$ cat src/rtl/ttpu_pkg.sv
// Shared TTPU types and sizes: RAM geometry, loader FSM states and the frame header record.
package ttpu_pkg;

    localparam int DATA_W    = 16;
    localparam int ADDR_W    = 16;
    localparam int RAM_DEPTH = 2048;
    localparam int MAX_DIM   = 16;

    typedef enum logic [2:0] {
        IDLE,
        DIM,
        LOAD,
        DONE,
        ERR
    } loader_state_t;

    typedef struct packed {
        logic [ADDR_W-1:0] base;
        logic [4:0]        rows;
        logic [4:0]        cols;
    } frame_hdr_t;

endpackage

$ cat src/rtl/ram_stream_hdr_check.sv
// Combinational frame header validation: dimension limits and, when RAM_STREAM_LOADER_BOUNDS_CHECK_EN
// is defined, that the frame fits inside RAM_DEPTH words (otherwise range_ok is tied high).
module ram_stream_hdr_check #(
    parameter int ADDR_W    = ttpu_pkg::ADDR_W,
    parameter int RAM_DEPTH = ttpu_pkg::RAM_DEPTH,
    parameter int MAX_DIM   = ttpu_pkg::MAX_DIM
) (
    input  logic [ADDR_W-1:0] base,
    input  logic [7:0]        rows,
    input  logic [7:0]        cols,
    output logic              dims_ok,
    output logic              range_ok
);

    assign dims_ok = (rows != 8'd0) && (cols != 8'd0) &&
                     (rows <= 8'(MAX_DIM)) && (cols <= 8'(MAX_DIM));

`ifdef RAM_STREAM_LOADER_BOUNDS_CHECK_EN
    // Wide enough that base + 255*255 never truncates.
    localparam int SPAN_W = ADDR_W + 17;
    logic [SPAN_W-1:0] frame_end;

    assign frame_end = SPAN_W'(base) + SPAN_W'(rows) * SPAN_W'(cols);
    assign range_ok  = (frame_end <= SPAN_W'(RAM_DEPTH));
`else
    localparam int unused_depth = RAM_DEPTH;
    logic unused_base;

    assign unused_base = ^base;
    assign range_ok    = 1'b1;
`endif

endmodule

$ cat src/rtl/ram_stream_loader.sv
// Framed valid/ready word stream to single-word RAM writes; publishes the last good frame's header.
// Optional range check in the header checker is enabled by RAM_STREAM_LOADER_BOUNDS_CHECK_EN.
//
// state | meaning
// IDLE  | waiting for word 0 (base address)
// DIM   | waiting for word 1 ({rows, cols})
// LOAD  | accepting rows*cols payload words
// DONE  | one-cycle frame completion, done pulse
// ERR   | bad header, waits for err_clear
module ram_stream_loader #(
    parameter int DATA_W    = ttpu_pkg::DATA_W,
    parameter int ADDR_W    = ttpu_pkg::ADDR_W,
    parameter int RAM_DEPTH = ttpu_pkg::RAM_DEPTH,
    parameter int MAX_DIM   = ttpu_pkg::MAX_DIM
) (
    input  logic              clk,
    input  logic              rst,
    input  logic              s_valid,
    output logic              s_ready,
    input  logic [DATA_W-1:0] s_data,
    input  logic              err_clear,
    output logic              ram_write,
    output logic [ADDR_W-1:0] ram_address,
    output logic [DATA_W-1:0] ram_data,
    output logic              busy,
    output logic              done,
    output logic              error,
    output logic [ADDR_W-1:0] frame_base,
    output logic [4:0]        frame_rows,
    output logic [4:0]        frame_cols
);

    ttpu_pkg::loader_state_t state_q, state_d;
    ttpu_pkg::frame_hdr_t    hdr_q;

    logic [8:0] remaining_q;
    logic [8:0] k_q;
    logic       xfer;
    logic       dims_ok;
    logic       range_ok;
    logic       take_base;
    logic       take_dims;
    logic       take_word;
    logic       last_word;

    assign xfer      = s_valid && s_ready;
    assign last_word = (remaining_q == 9'd1);

    ram_stream_hdr_check #(
        .ADDR_W    (ADDR_W),
        .RAM_DEPTH (RAM_DEPTH),
        .MAX_DIM   (MAX_DIM)
    ) u_hdr_check (
        .base     (hdr_q.base),
        .rows     (s_data[15:8]),
        .cols     (s_data[7:0]),
        .dims_ok  (dims_ok),
        .range_ok (range_ok)
    );

    always_comb begin
        state_d   = state_q;
        take_base = 1'b0;
        take_dims = 1'b0;
        take_word = 1'b0;
        unique case (state_q)
            ttpu_pkg::IDLE: begin
                if (xfer) begin
                    take_base = 1'b1;
                    state_d   = ttpu_pkg::DIM;
                end
            end
            ttpu_pkg::DIM: begin
                if (xfer) begin
                    if (dims_ok && range_ok) begin
                        take_dims = 1'b1;
                        state_d   = ttpu_pkg::LOAD;
                    end else begin
                        state_d   = ttpu_pkg::ERR;
                    end
                end
            end
            ttpu_pkg::LOAD: begin
                if (xfer) begin
                    take_word = 1'b1;
                    if (last_word) state_d = ttpu_pkg::DONE;
                end
            end
            ttpu_pkg::DONE: state_d = ttpu_pkg::IDLE;
            ttpu_pkg::ERR: begin
                if (err_clear) state_d = ttpu_pkg::IDLE;
            end
            default: state_d = ttpu_pkg::IDLE;
        endcase
    end

    // Status outputs are registered from the next state so they line up with the state register.
    always_ff @(posedge clk) begin
        if (rst) begin
            state_q     <= ttpu_pkg::IDLE;
            hdr_q       <= '0;
            remaining_q <= '0;
            k_q         <= '0;
            s_ready     <= 1'b0;
            ram_write   <= 1'b0;
            ram_address <= '0;
            ram_data    <= '0;
            busy        <= 1'b0;
            done        <= 1'b0;
            error       <= 1'b0;
            frame_base  <= '0;
            frame_rows  <= '0;
            frame_cols  <= '0;
        end else begin
            state_q   <= state_d;
            s_ready   <= (state_d == ttpu_pkg::IDLE) || (state_d == ttpu_pkg::DIM) ||
                         (state_d == ttpu_pkg::LOAD);
            busy      <= (state_d == ttpu_pkg::DIM) || (state_d == ttpu_pkg::LOAD);
            done      <= (state_d == ttpu_pkg::DONE);
            error     <= (state_d == ttpu_pkg::ERR);
            ram_write <= take_word;

            if (take_base) hdr_q.base <= ADDR_W'(s_data);

            if (take_dims) begin
                hdr_q.rows  <= s_data[12:8];
                hdr_q.cols  <= s_data[4:0];
                remaining_q <= 9'(s_data[15:8]) * 9'(s_data[7:0]);
                k_q         <= '0;
            end

            if (take_word) begin
                ram_address <= hdr_q.base + ADDR_W'(k_q);
                ram_data    <= s_data;
                k_q         <= k_q + 9'd1;
                remaining_q <= remaining_q - 9'd1;
                if (last_word) begin
                    frame_base <= hdr_q.base;
                    frame_rows <= hdr_q.rows;
                    frame_cols <= hdr_q.cols;
                end
            end
        end
    end

endmodule

$ cat config.mk
export PLATFORM = sky130hd
export DESIGN_NAME = ram_stream_loader
export DESIGN_NICKNAME = d
export VERILOG_FILES = /design/src/rtl/ttpu_pkg.sv /design/src/rtl/ram_stream_hdr_check.sv /design/src/rtl/ram_stream_loader.sv
export SDC_FILE = /design/constraint.sdc
export NUM_CORES = 1
export LEC_CHECK = 0
export ABC_AREA = 1
export BUFFER_PORTS_ARGS = -buffer_cell sky130_fd_sc_hd__buf_2
export CAP_MARGIN = 20
export CORE_ASPECT_RATIO = 1.2
export CORE_MARGIN = 3
export CORE_UTILIZATION = 40
export DETAILED_ROUTE_END_ITERATION = 7
export GPL_ROUTABILITY_DRIVEN = 1
export GPL_TIMING_DRIVEN = 0
export PLACE_DENSITY = 0.56
export REMOVE_ABC_BUFFERS = 1
export SLEW_MARGIN = 20
export SYNTH_ARGS = -nofsm -noshare
export SYNTH_HDL_FRONTEND = slang
export SYNTH_SLANG_ARGS = --single-unit
$ cat constraint.sdc
create_clock -name clk -period 5.95 [get_ports clk]
set_input_delay 0.8925 -clock clk [delete_from_list [all_inputs] [get_ports clk]]
set_output_delay 0.8925 -clock clk [all_outputs]
set_load 0.05 [all_outputs]
==> results of run 1 <==
-- sequential cells by signal, indices dropped and copies added, names as in the netlist, 3 cells and up --
register     flops
frame_rows       5
state_q          3
ram_address     16
remaining_q      9
frame_cols       5
frame_base      16
hdr_q           26
ram_data        16
k_q              9
-- metal layers --
| metal | share of wire | vias up | track usage |
|---|---|---|---|
| met4 | 0.0093 | 0 | 0.0481 |
| li1 | - | 2797 | - |
| met1 | 0.44 | 2437 | 0.244 |
| met5 | 0 | - | 0 |
| met2 | 0.50 | 93 | 0.341 |
| met3 | 0.045 | 9 | 0.0319 |
-- power groups by stage --
stage	registers (mW)	clock network, mW	logic (mW)
3_3_place_gp	0.771	0	0.312
3_5_place_dp	0.771	0	0.313
2_1_floorplan	0.773	0	0.226
6_report	0.754	0.593	0.310
4_1_cts	0.754	0.612	0.315
5_1_grt	0.756	0.639	0.367
-- layout make-up --
cell class              instances  area share
multi-input cells             576       0.463
clock inverters                 5     0.00587
well taps                     200      0.0367
clock buffers                  11      0.0371
repair buffers                 85      0.0664
inverters                     122      0.0677
flip-flops and latches        110       0.323
-- final timing paths --
kind	endpoint	slack, ps	cells after the start
setup / recovery	remaining_q[8]$_SDFFE_PP0P_	1540	20
hold / removal	hdr_q[5]$_SDFFE_PP0P_	470	2
setup reg to reg	busy$_SDFF_PP0_	3090	7
hold reg to reg	hdr_q[5]$_SDFFE_PP0P_	470	2
-- Yosys cell counts --
cell,instances
a211oi_1,1
xor2_1,9
dfxtp_1,110
nand3_1,38
inv_1,119
a31oi_1,4
a21oi_1,52
fa_1,19
buf_2,8
clkbuf_1,29
buf_1,1
and3_1,1
a41oi_1,1
xnor2_1,7
nor3_1,8
or4_1,1
a21o_1,1
o211ai_1,3
nand2_1,125
or2_2,1
nor2_1,154
ha_1,29
nor2_2,2
inv_2,1
nand2_4,1
nand4_1,9
clkinv_1,2
nor4_1,1
o21ai_0,107
buf_4,3
nor4_4,1
nand2_2,1
buf_6,2
-- cell families (layout without fill, tap and decap cells) --
logic type	Yosys count	after routing	synth area share
AOI/OAI and AO/OA	169	169	0.144
xor gates and xnor gates	16	16	0.0233
and+or+nand+nor	343	343	0.234
buffers and inverters	165	223	0.109
adders and majority gates	48	48	0.123
DFF	110	110	0.366
-- cell usage in the layout, fill, tap and decap left out, types with 2 or more instances in the layout --
| cell type | instances |
|---|---|
| o21ai_0 | 107 |
| clkbuf_8 | 2 |
| a31oi_1 | 4 |
| a21oi_1 | 52 |
| buf_2 | 82 |
| xor2_1 | 9 |
| nor3_1 | 8 |
| o211ai_1 | 3 |
| xnor2_1 | 7 |
| nand3_1 | 38 |
| nor2_1 | 154 |
| nand2_1 | 125 |
| inv_1 | 118 |
| fa_1 | 19 |
| clkinvlp_4 | 2 |
| buf_6 | 2 |
| clkinv_2 | 2 |
| ha_1 | 29 |
| nor2_2 | 2 |
| clkbuf_16 | 9 |
| nand4_1 | 9 |
| dfxtp_1 | 110 |
-- critical path, stage by stage --
cell and delay (ps):
buf_2 270, nand2_1 130, fa_1 540, inv_1 50, fa_1 500, fa_1 570, inv_1 60, fa_1 530
inv_1 40, ha_1 320, nand2_1 70, inv_1 60, nand4_1 90, nand3_1 90, nand2_1 50, nand2_1 80
inv_1 40, nand2_1 50, nand3_1 90, a21oi_1 170
-- metrics by stage --
stage | hold WS, ps | util | instance area, um^2
5_1_grt | 493 | 0.469 | 6820
6_report | 470 | 0.469 | 6820
2_1_floorplan | 432 | - | 5820
3_3_place_gp | 451 | 0.446 | 6480
4_1_cts | 468 | 0.469 | 6820
3_5_place_dp | 455 | 0.449 | 6530
==> parameters.txt, run 1 <==
Parameter                              Value

Finish
  Total area of sequential cells    2200 um^2
  Total area of multi-input combinational cells    3160 um^2
  Fillers    1601
  Area growth, synth to finish    13.3%
  Ratio of cells with drive above 1 in the final layout    0.121
  Number of nets at the end of the flow    972
  Non-filler cells, final    1109
  Number of antenna repair diodes    0

Routing
  Via count    5336
  Final Routed Wirelength    15.4 mm
  Post-route antenna net violation count    0
  Via density    4.81
  Initial DRC count    273
  Remaining DRCs    0
  Number of iterations in the first detailed-routing pass    4
  Routed length per instance    13.8 um

Worst hold path
  Min-Delay Path Class    reg2reg
  Hold Path Origin    hdr_q[5]$_SDFFE_PP0P_

Power and ir drop
  Share of total power in sequential cells    0.455
  Fraction of power spent switching nets    0.293
  Leakage dissipation    3.42 nW
  IR drop worst, VDD    122 uV
  Power density over cell area    243 nW/um^2
  Total power    1.66 mW
  Clock network fraction of design power    0.358
  Switching Power    0.485 mW
  Combinational Power Share    0.187
  Pint    1.17 mW

Die
  Rows    48
  Boundary pin count    83
  Area of the core    14500 um^2
  Initial core utilization    0.414
  Die Height    140 um
  Die Area    16600 um^2
  Width of the chip    118 um

Critical path
  Type of element launching the critical path    input pin
  Signal arrival time at the worst endpoint    4700 ps
  Nature of the critical path endpoint    flip-flop
  Critical R2R Launch    s_ready$_SDFF_PP0_
  Worst endpoint required time    6240 ps
  Launching element of the worst setup path    s_data[8]
  Crit Path Category    in2reg
  Critical path peak fanout    12

Yosys
  Syn. warnings    0
  Synthesized instance count    851
  Fraction of synthesized cell area taken by the top area cell type    0.366
  Share of synthesized area occupied by flip-flops and latches    0.366
  Post-Syn Area per Cell    7.07 um^2
  Number of distinct library cell variants in the gate-level netlist after synthesis    33
  Ranking of synthesized cells by area    dfxtp_1 (37%), nor2_1 (9.6%), o21ai_0 (8.9%), nand2_1 (7.8%), inv_1 (7.4%)
  Cell taking the most area after synthesis    dfxtp_1
  Synthesized cell area    6020 um^2
  FF+latch count, synth    110

Place
  Routability-driven placement congestion ratio    0.794
  Number of cells in the design after placement    1093
  Sum of net half-perimeters after detailed placement    10.8 mm
  Number of I/O port buffers    82
  Worst slack at placement    1160 ps

Timing
  Normalized max-slew margin    0.322
  Worst Max-Slew Pin Slew    1020 ps
  TNS Setup    0 ps
  Final critical path time including I/O delays and setup    4410 ps
  Unrepaired setup endpoints after global routing    no
  Maximum operating frequency    0.227 GHz
  Final number of setup-violating endpoints    0
  Number of max-slew violations in the final report    0
  Final number of hold-violating endpoints    0
  Setup slack of the critical path after layout    1540 ps
  Share of the clock period used by the worst path after layout    0.742
  Final Skew    5.87 ps

Clock network
  Number of resized instances in the post-cts repair step    0
  Clock tree from TritonCTS    done
  Buffer levels on the longest clock path    2
  # hold bufs at CTS    0
  Number of H-tree branching levels    3
  Clock slew at reported path FFs    80 ps
  CTS buffer count    9
  Clock root cell    clkbuf_16
  Sink count of the clock tree    110
  Worst skew pair latency    350 ps
  Post-CTS repair timing setup buffer count    0

GRT
  Initial antenna violation count    0
  Pin count of the biggest net entering global routing    88
  Vias in the first global route    5051
  Overflow after GRT    0
  Total routing usage reported by global routing    0.192
  Global-route wire length before repair    25.7 mm

Job
  Max-cap violation count    0

Run status
  Run status    finished clean
(Power assumes the default switching activity.)
==> run 2, diff against run 1 <==
--- a/config.mk
+++ b/config.mk
@@ -5,7 +5,7 @@
 export SDC_FILE = /design/constraint.sdc
 export NUM_CORES = 1
 export LEC_CHECK = 0
-export ABC_AREA = 1
+export ABC_AREA = 0
 export BUFFER_PORTS_ARGS = -buffer_cell sky130_fd_sc_hd__buf_2
 export CAP_MARGIN = 20
 export CORE_ASPECT_RATIO = 1.2
==> constraint.sdc (replaced) <==
create_clock -name clk -period 4.2 [get_ports clk]
set_input_delay 0.63 -clock clk [delete_from_list [all_inputs] [get_ports clk]]
set_output_delay 0.63 -clock clk [all_outputs]
set_load 0.05 [all_outputs]
==> parameters.txt, run 2 <==
Parameter                              Value

Timing
  Share of the clock period used by the worst path after layout    0.946
  Number of max-slew violations in the final report    0
  Setup slack of the critical path after layout    227 ps
  Final number of setup-violating endpoints    0
  Final critical path time including I/O delays and setup    3970 ps
  Worst Max-Slew Pin Slew    843 ps
  Unrepaired setup endpoints after global routing    no
  Final Skew    6.04 ps
  Normalized max-slew margin    0.436
  Hold Slack    451 ps
  Maximum operating frequency    0.252 GHz
  Final number of hold-violating endpoints    0

Place
  Routability-driven placement congestion ratio    0.792
  Post-detailed-placement cell area    6470 um^2
  Worst slack at placement    -480 ps
  Sum of net half-perimeters after detailed placement    10.4 mm
  Number of I/O port buffers    82

Clock network
  Buffer levels on the longest clock path    2
  Number of H-tree branching levels    3
  Clock root cell    clkbuf_16
  Clock tree from TritonCTS    done
  # hold bufs at CTS    0
  CTS buffer count    9
  Worst skew pair latency    360 ps
  Clock slew at reported path FFs    70 ps
  Sink count of the clock tree    110
  Post-CTS repair timing setup buffer count    0

Critical path
  Worst endpoint required time    4490 ps
  Critical R2R Launch    state_q[1]$_SDFF_PP0_
  Critical path peak fanout    9
  Type of element launching the critical path    input pin
  Worst Reg2Reg Path Length in Cells    5
  Destination of the worst register-to-register timing path    frame_base[0]$_SDFFE_PP0P_
  Nature of the critical path endpoint    flip-flop
  Cell chain of the critical path    buf_2, nand2_1, fa_1, inv_1, fa_1, fa_1, inv_1, fa_1, xnor2_1, xnor2_1, xnor3_1, xnor2_1, xnor2_1, nand2_1, a21oi_1
  Longest individual stage delay on the worst path    560 ps
  Slack of the worst reg-to-reg path    1410 ps
  Crit Path Category    in2reg
  Signal arrival time at the worst endpoint    4260 ps
  Critical-path cell with the highest stage delay    fa_1

Yosys
  Predominant post-synthesis flop cell    dfxtp_1
  Syn. warnings    0
  Ranking of synthesized cells by area    dfxtp_1 (37%), nand2_1 (11%), a21oi_1 (6.7%), fa_1 (6.4%), ha_1 (6.1%)
  Cell taking the most area after synthesis    dfxtp_1
  Post-Syn Area per Cell    8.25 um^2
  Top cells by instance count after synthesis    nand2_1 (168), dfxtp_1 (110), a21oi_1 (79)
  Number of distinct library cell variants in the gate-level netlist after synthesis    58
  Number of enable flip-flop cells after synthesis    0
  Cell with the most instances after synthesis    nand2_1
  Synthesized instance count    719
  Share of synthesized area occupied by flip-flops and latches    0.371
  Fraction of synthesized cell area taken by the top area cell type    0.371
  Post-synth ARST share    0
  Synthesized cell area    5930 um^2
  FF+latch count, synth    110

Die
  Area of the core    14500 um^2
  Boundary pin count    83
  Width of the chip    117 um
  Die Area    16300 um^2
  Die Height    139 um
  Rows    48
  Initial core utilization    0.410

Finish
  Register with the highest flop count    hdr_q
  Final Cell Area    6810 um^2
  Total area of sequential cells    2200 um^2
  Number of flip-flops in the largest register    26
  Number of antenna repair diodes    0
  Top library cells by usage in the layout, fill and taps aside    nand2_1 (168), dfxtp_1 (110), a21oi_1 (79)
  Most common cell after layout, fill and taps aside    nand2_1
  Total area of multi-input combinational cells    3350 um^2
  Area growth, synth to finish    14.8%
  Ratio of cells with drive above 1 in the final layout    0.197
  Number of nets at the end of the flow    843
  Fillers    1441

Routing
  Via density    5.04
  Post-route antenna net violation count    0
  Final Routed Wirelength    14.8 mm
  Initial DRC count    254
  Via count    4944
  Routed length per instance    15.1 um
  Number of iterations in the first detailed-routing pass    4
  Remaining DRCs    0

Power and ir drop
  Leakage dissipation    2.75 nW
  Power density over cell area    347 nW/um^2
  IR drop worst, VDD    179 uV
  Total power    2.36 mW

GRT
  Vias in the first global route    4835
  GRT met2 Usage    0.315
  Global-route wire length before repair    24.4 mm
  Initial antenna violation count    0
  Pin count of the biggest net entering global routing    67
  Global-route track usage on met3    0.0278
  Gr busiest metal    met2
  Overflow after GRT    0
  Routing usage on met1    0.242
  Total routing usage reported by global routing    0.188

Job
  Max-cap violation count    0

Worst hold path
  Hold worst-path end    ram_address[0]$_SDFFE_PP0P_
  Min-Delay Path Class    reg2reg
  Number of stages on the worst hold path    2
  Hold Path Origin    ram_address[0]$_SDFFE_PP0P_

Run status
  Run status    finished clean
run 2: cell count changes after synthesis, moves of 27 or more:
cell | before | now
nor2_1 | 154 | 35
o21ai_0 | 107 | 15
inv_1 | 119 | 43
nand2_1 | 125 | 168
nand3_1 | 38 | 10
a21oi_1 | 52 | 79
run 2: cell families after synthesis:
| logic type | share of synthesized area |
|---|---|
| and+or+nand+nor | 0.236 |
| AOI/OAI and AO/OA | 0.152 |
| DFF | 0.371 |
| buffers and inverters | 0.0662 |
| adders and majority gates | 0.125 |
| xor gates and xnor gates | 0.0496 |
run 2: worst max-delay path by stage:
stage,start,endpoint,depth (start not counted)
after global routing,s_data[9],remaining_q[8]$_SDFFE_PP0P_,15
after detailed placement,s_data[8],remaining_q[8]$_SDFFE_PP0P_,15
final,s_data[12],remaining_q[8]$_SDFFE_PP0P_,15
after global placement,s_valid,frame_cols[4]$_SDFFE_PP0P_,6
after CTS,s_data[8],remaining_q[8]$_SDFFE_PP0P_,15
after floorplan,s_data[8],remaining_q[8]$_SDFFE_PP0P_,14
run 2: worst max-delay path: cells and delay by family:
family                     cells  cell delay [ps]
adders and majority gates      4             1990
and+or+nand+nor                2              190
AOI/OAI and AO/OA              1              140
xor gates and xnor gates       5              940
buffers and inverters          3              350
run 2: layer usage:
metal / part of all wire / vias up / wire length (um)
met5: 0 / - / 0
li1: - / 2470 / -
met1: 0.45 / 2359 / 6680
met3: 0.038 / 15 / 570
met2: 0.49 / 100 / 7310
met4: 0.017 / 0 / 259
run 2: power by group:
group,internal (mW),leakage (nW),switching [mW]
Clock,0.483,0.147,0.406
Combinational,0.174,1.72,0.234
Sequential,1.05,0.888,0.0132
Total,1.71,2.75,0.653
run 2: cell type report:
type	instances	share of cell area
clock buffers	10	0.0351
clock inverters	6	0.0103
inverters	43	0.0237
multi-input cells	523	0.492
flip-flops and latches	110	0.323
well taps	200	0.0368
repair buffers	88	0.0786
run 2: timing repair:
item / 4_1_cts / 5_1_grt
pin swaps: 1 / 1
gates resized for setup: 3 / 4
setup endpoints to repair: 1 / 1
run 2: through the flow:
stage	setup TNS, ps	util	std cells
floorplan	0	-	676
global placement	-37870	0.439	958
detailed placement	-708	0.447	963
CTS	0	0.469	979
global route	0	0.470	980
finish	0	0.470	980
==> run 3, diff against run 2 <==
--- a/config.mk
+++ b/config.mk
@@ -14,7 +14,7 @@
 export DETAILED_ROUTE_END_ITERATION = 7
 export GPL_ROUTABILITY_DRIVEN = 1
 export GPL_TIMING_DRIVEN = 0
-export PLACE_DENSITY = 0.56
+export PLACE_DENSITY = 0.61
 export REMOVE_ABC_BUFFERS = 1
 export SLEW_MARGIN = 20
 export SYNTH_ARGS = -nofsm -noshare
==> parameters.txt, run 3 (synthesis gave the netlist of run 2 again) <==
Parameter                              Value

Clock network
  Clock slew at reported path FFs    70 ps
  Clock tree from TritonCTS    done
  CTS buffer count    9
  Clock root cell    clkbuf_16
  Number of H-tree branching levels    3
  Post-CTS repair timing setup buffer count    0
  Buffer levels on the longest clock path    2
  Worst skew pair latency    360 ps
  Sink count of the clock tree    110

Timing
  Setup slack of the critical path after layout    252 ps
  Maximum operating frequency    0.253 GHz
  Share of the clock period used by the worst path after layout    0.940
  Worst Max-Slew Pin Slew    839 ps
  Number of max-slew violations in the final report    0
  Final number of setup-violating endpoints    0
  Hold Slack    448 ps
  Final critical path time including I/O delays and setup    3950 ps
  Final Skew    7.03 ps
  Final number of hold-violating endpoints    0
  Unrepaired setup endpoints after global routing    no
  Normalized max-slew margin    0.438

Die
  Die Area    16300 um^2
  Rows    48
  Die Height    139 um
  Width of the chip    117 um
  Area of the core    14500 um^2
  Initial core utilization    0.410
  Boundary pin count    83

Job
  Max-cap violation count    0

Routing
  Routed length per instance    14.9 um
  Post-route antenna net violation count    0
  Final Routed Wirelength    14.6 mm
  Initial DRC count    310
  Via density    5.03
  Via count    4923
  Number of iterations in the first detailed-routing pass    4
  Remaining DRCs    0

Finish
  Most common cell after layout, fill and taps aside    nand2_1
  Area growth, synth to finish    14.2%
  Fillers    1464
  Number of flip-flops in the largest register    26
  Utilization after layout    0.468
  Ratio of cells with drive above 1 in the final layout    0.198
  Register with the highest flop count    hdr_q
  Number of antenna repair diodes    0
  Number of nets at the end of the flow    842
  Top library cells by usage in the layout, fill and taps aside    nand2_1 (168), dfxtp_1 (110), a21oi_1 (79)

Critical path
  Signal arrival time at the worst endpoint    4240 ps
  Crit Path Category    in2reg
  Worst Reg2Reg Path Length in Cells    6
  Type of element launching the critical path    input pin
  Worst endpoint required time    4490 ps
  Nature of the critical path endpoint    flip-flop
  Critical path peak fanout    12

GRT
  Overflow after GRT    0
  Global-route wire length before repair    24.2 mm
  Initial antenna violation count    0
  Total routing usage reported by global routing    0.187
  Vias in the first global route    4774
  Pin count of the biggest net entering global routing    65

Power and ir drop
  Power density over cell area    339 nW/um^2
  Leakage dissipation    2.74 nW
  IR drop worst, VDD    169 uV

Run status
  Run status    finished clean

Worst hold path
  Number of stages on the worst hold path    2
  Min-Delay Path Class    reg2reg

Place
  Worst slack at placement    -462 ps
  Number of I/O port buffers    82
  Routability-driven placement congestion ratio    0.829
  Sum of net half-perimeters after detailed placement    10.3 mm
run 3: cell count changes in the layout (fill, tap and decap cells not counted), sizes merged:
cell / previous run / this run
buf: 85 / 86
bufinv: 1 / 0
clkbuf: 13 / 10
clkinv: 2 / 3
clkinvlp: 2 / 1
inv: 44 / 45
run 3: stage by stage:
stage | area (um^2) | instances | total power, mW | TNS (ps)
final | 6770 | 978 | 2.30 | 0
after floorplan | 5700 | 676 | 1.38 | 0
after global placement | 6360 | 958 | 1.49 | -31680
after global routing | 6770 | 978 | 2.43 | 0
after detailed placement | 6460 | 962 | 1.50 | -642
after CTS | 6740 | 977 | 2.31 | 0
run 3: repair_timing:
action / 4_1_cts / 5_1_grt
hold buffers: 0 / 0
gates resized for setup: 4 / 3
pin swaps: 0 / 2
endpoints found under the setup margin: 1 / 1
endpoints found under the hold margin: 0 / 0
run 3: layout make-up:
class	count	area [um^2]	area share
clock inverter	6	46.3	0.00684
tap	200	250	0.0370
multi-input combinational	523	3370	0.497
sequential	110	2200	0.325
timing repair buffer	87	519	0.0767
clock buffer	9	225	0.0333
inverter	43	161	0.0238
run 3: worst max-delay path, stage by stage:
cell,delay [ps]
buf_4,200
nand2_1,110
fa_1,530
inv_1,60
fa_1,510
fa_1,570
inv_1,60
fa_1,470
xnor2_2,160
xnor2_1,170
xnor3_1,280
xnor2_2,150
xnor2_1,160
nand2_1,60
a21oi_1,110
run 3: power breakdown:
group,switching [mW],internal [mW]
Combinational,0.236,0.184
Clock,0.404,0.405
Sequential,0.0135,1.05
Total,0.654,1.64
run 3: metal layers:
metal,global-route usage,share of wire,vias to the layer above,wire length [um]
li1,-,-,2471,-
met1,0.230,0.43,2333,6220
met2,0.319,0.51,96,7390
met3,0.0335,0.042,23,610
met4,0.0713,0.023,0,332
met5,0,0,-,0
run 3: path summary, 6_finish.rpt:
kind,start,endpoint,slack (ps)
worst min register to register,frame_base[14]$_SDFFE_PP0P_,frame_base[14]$_SDFFE_PP0P_,450
worst max register to register,state_q[1]$_SDFF_PP0_,frame_base[1]$_SDFFE_PP0P_,1420
worst min-delay path,frame_base[14]$_SDFFE_PP0P_,frame_base[14]$_SDFFE_PP0P_,450
worst max-delay path,s_data[8],remaining_q[8]$_SDFFE_PP0P_,250
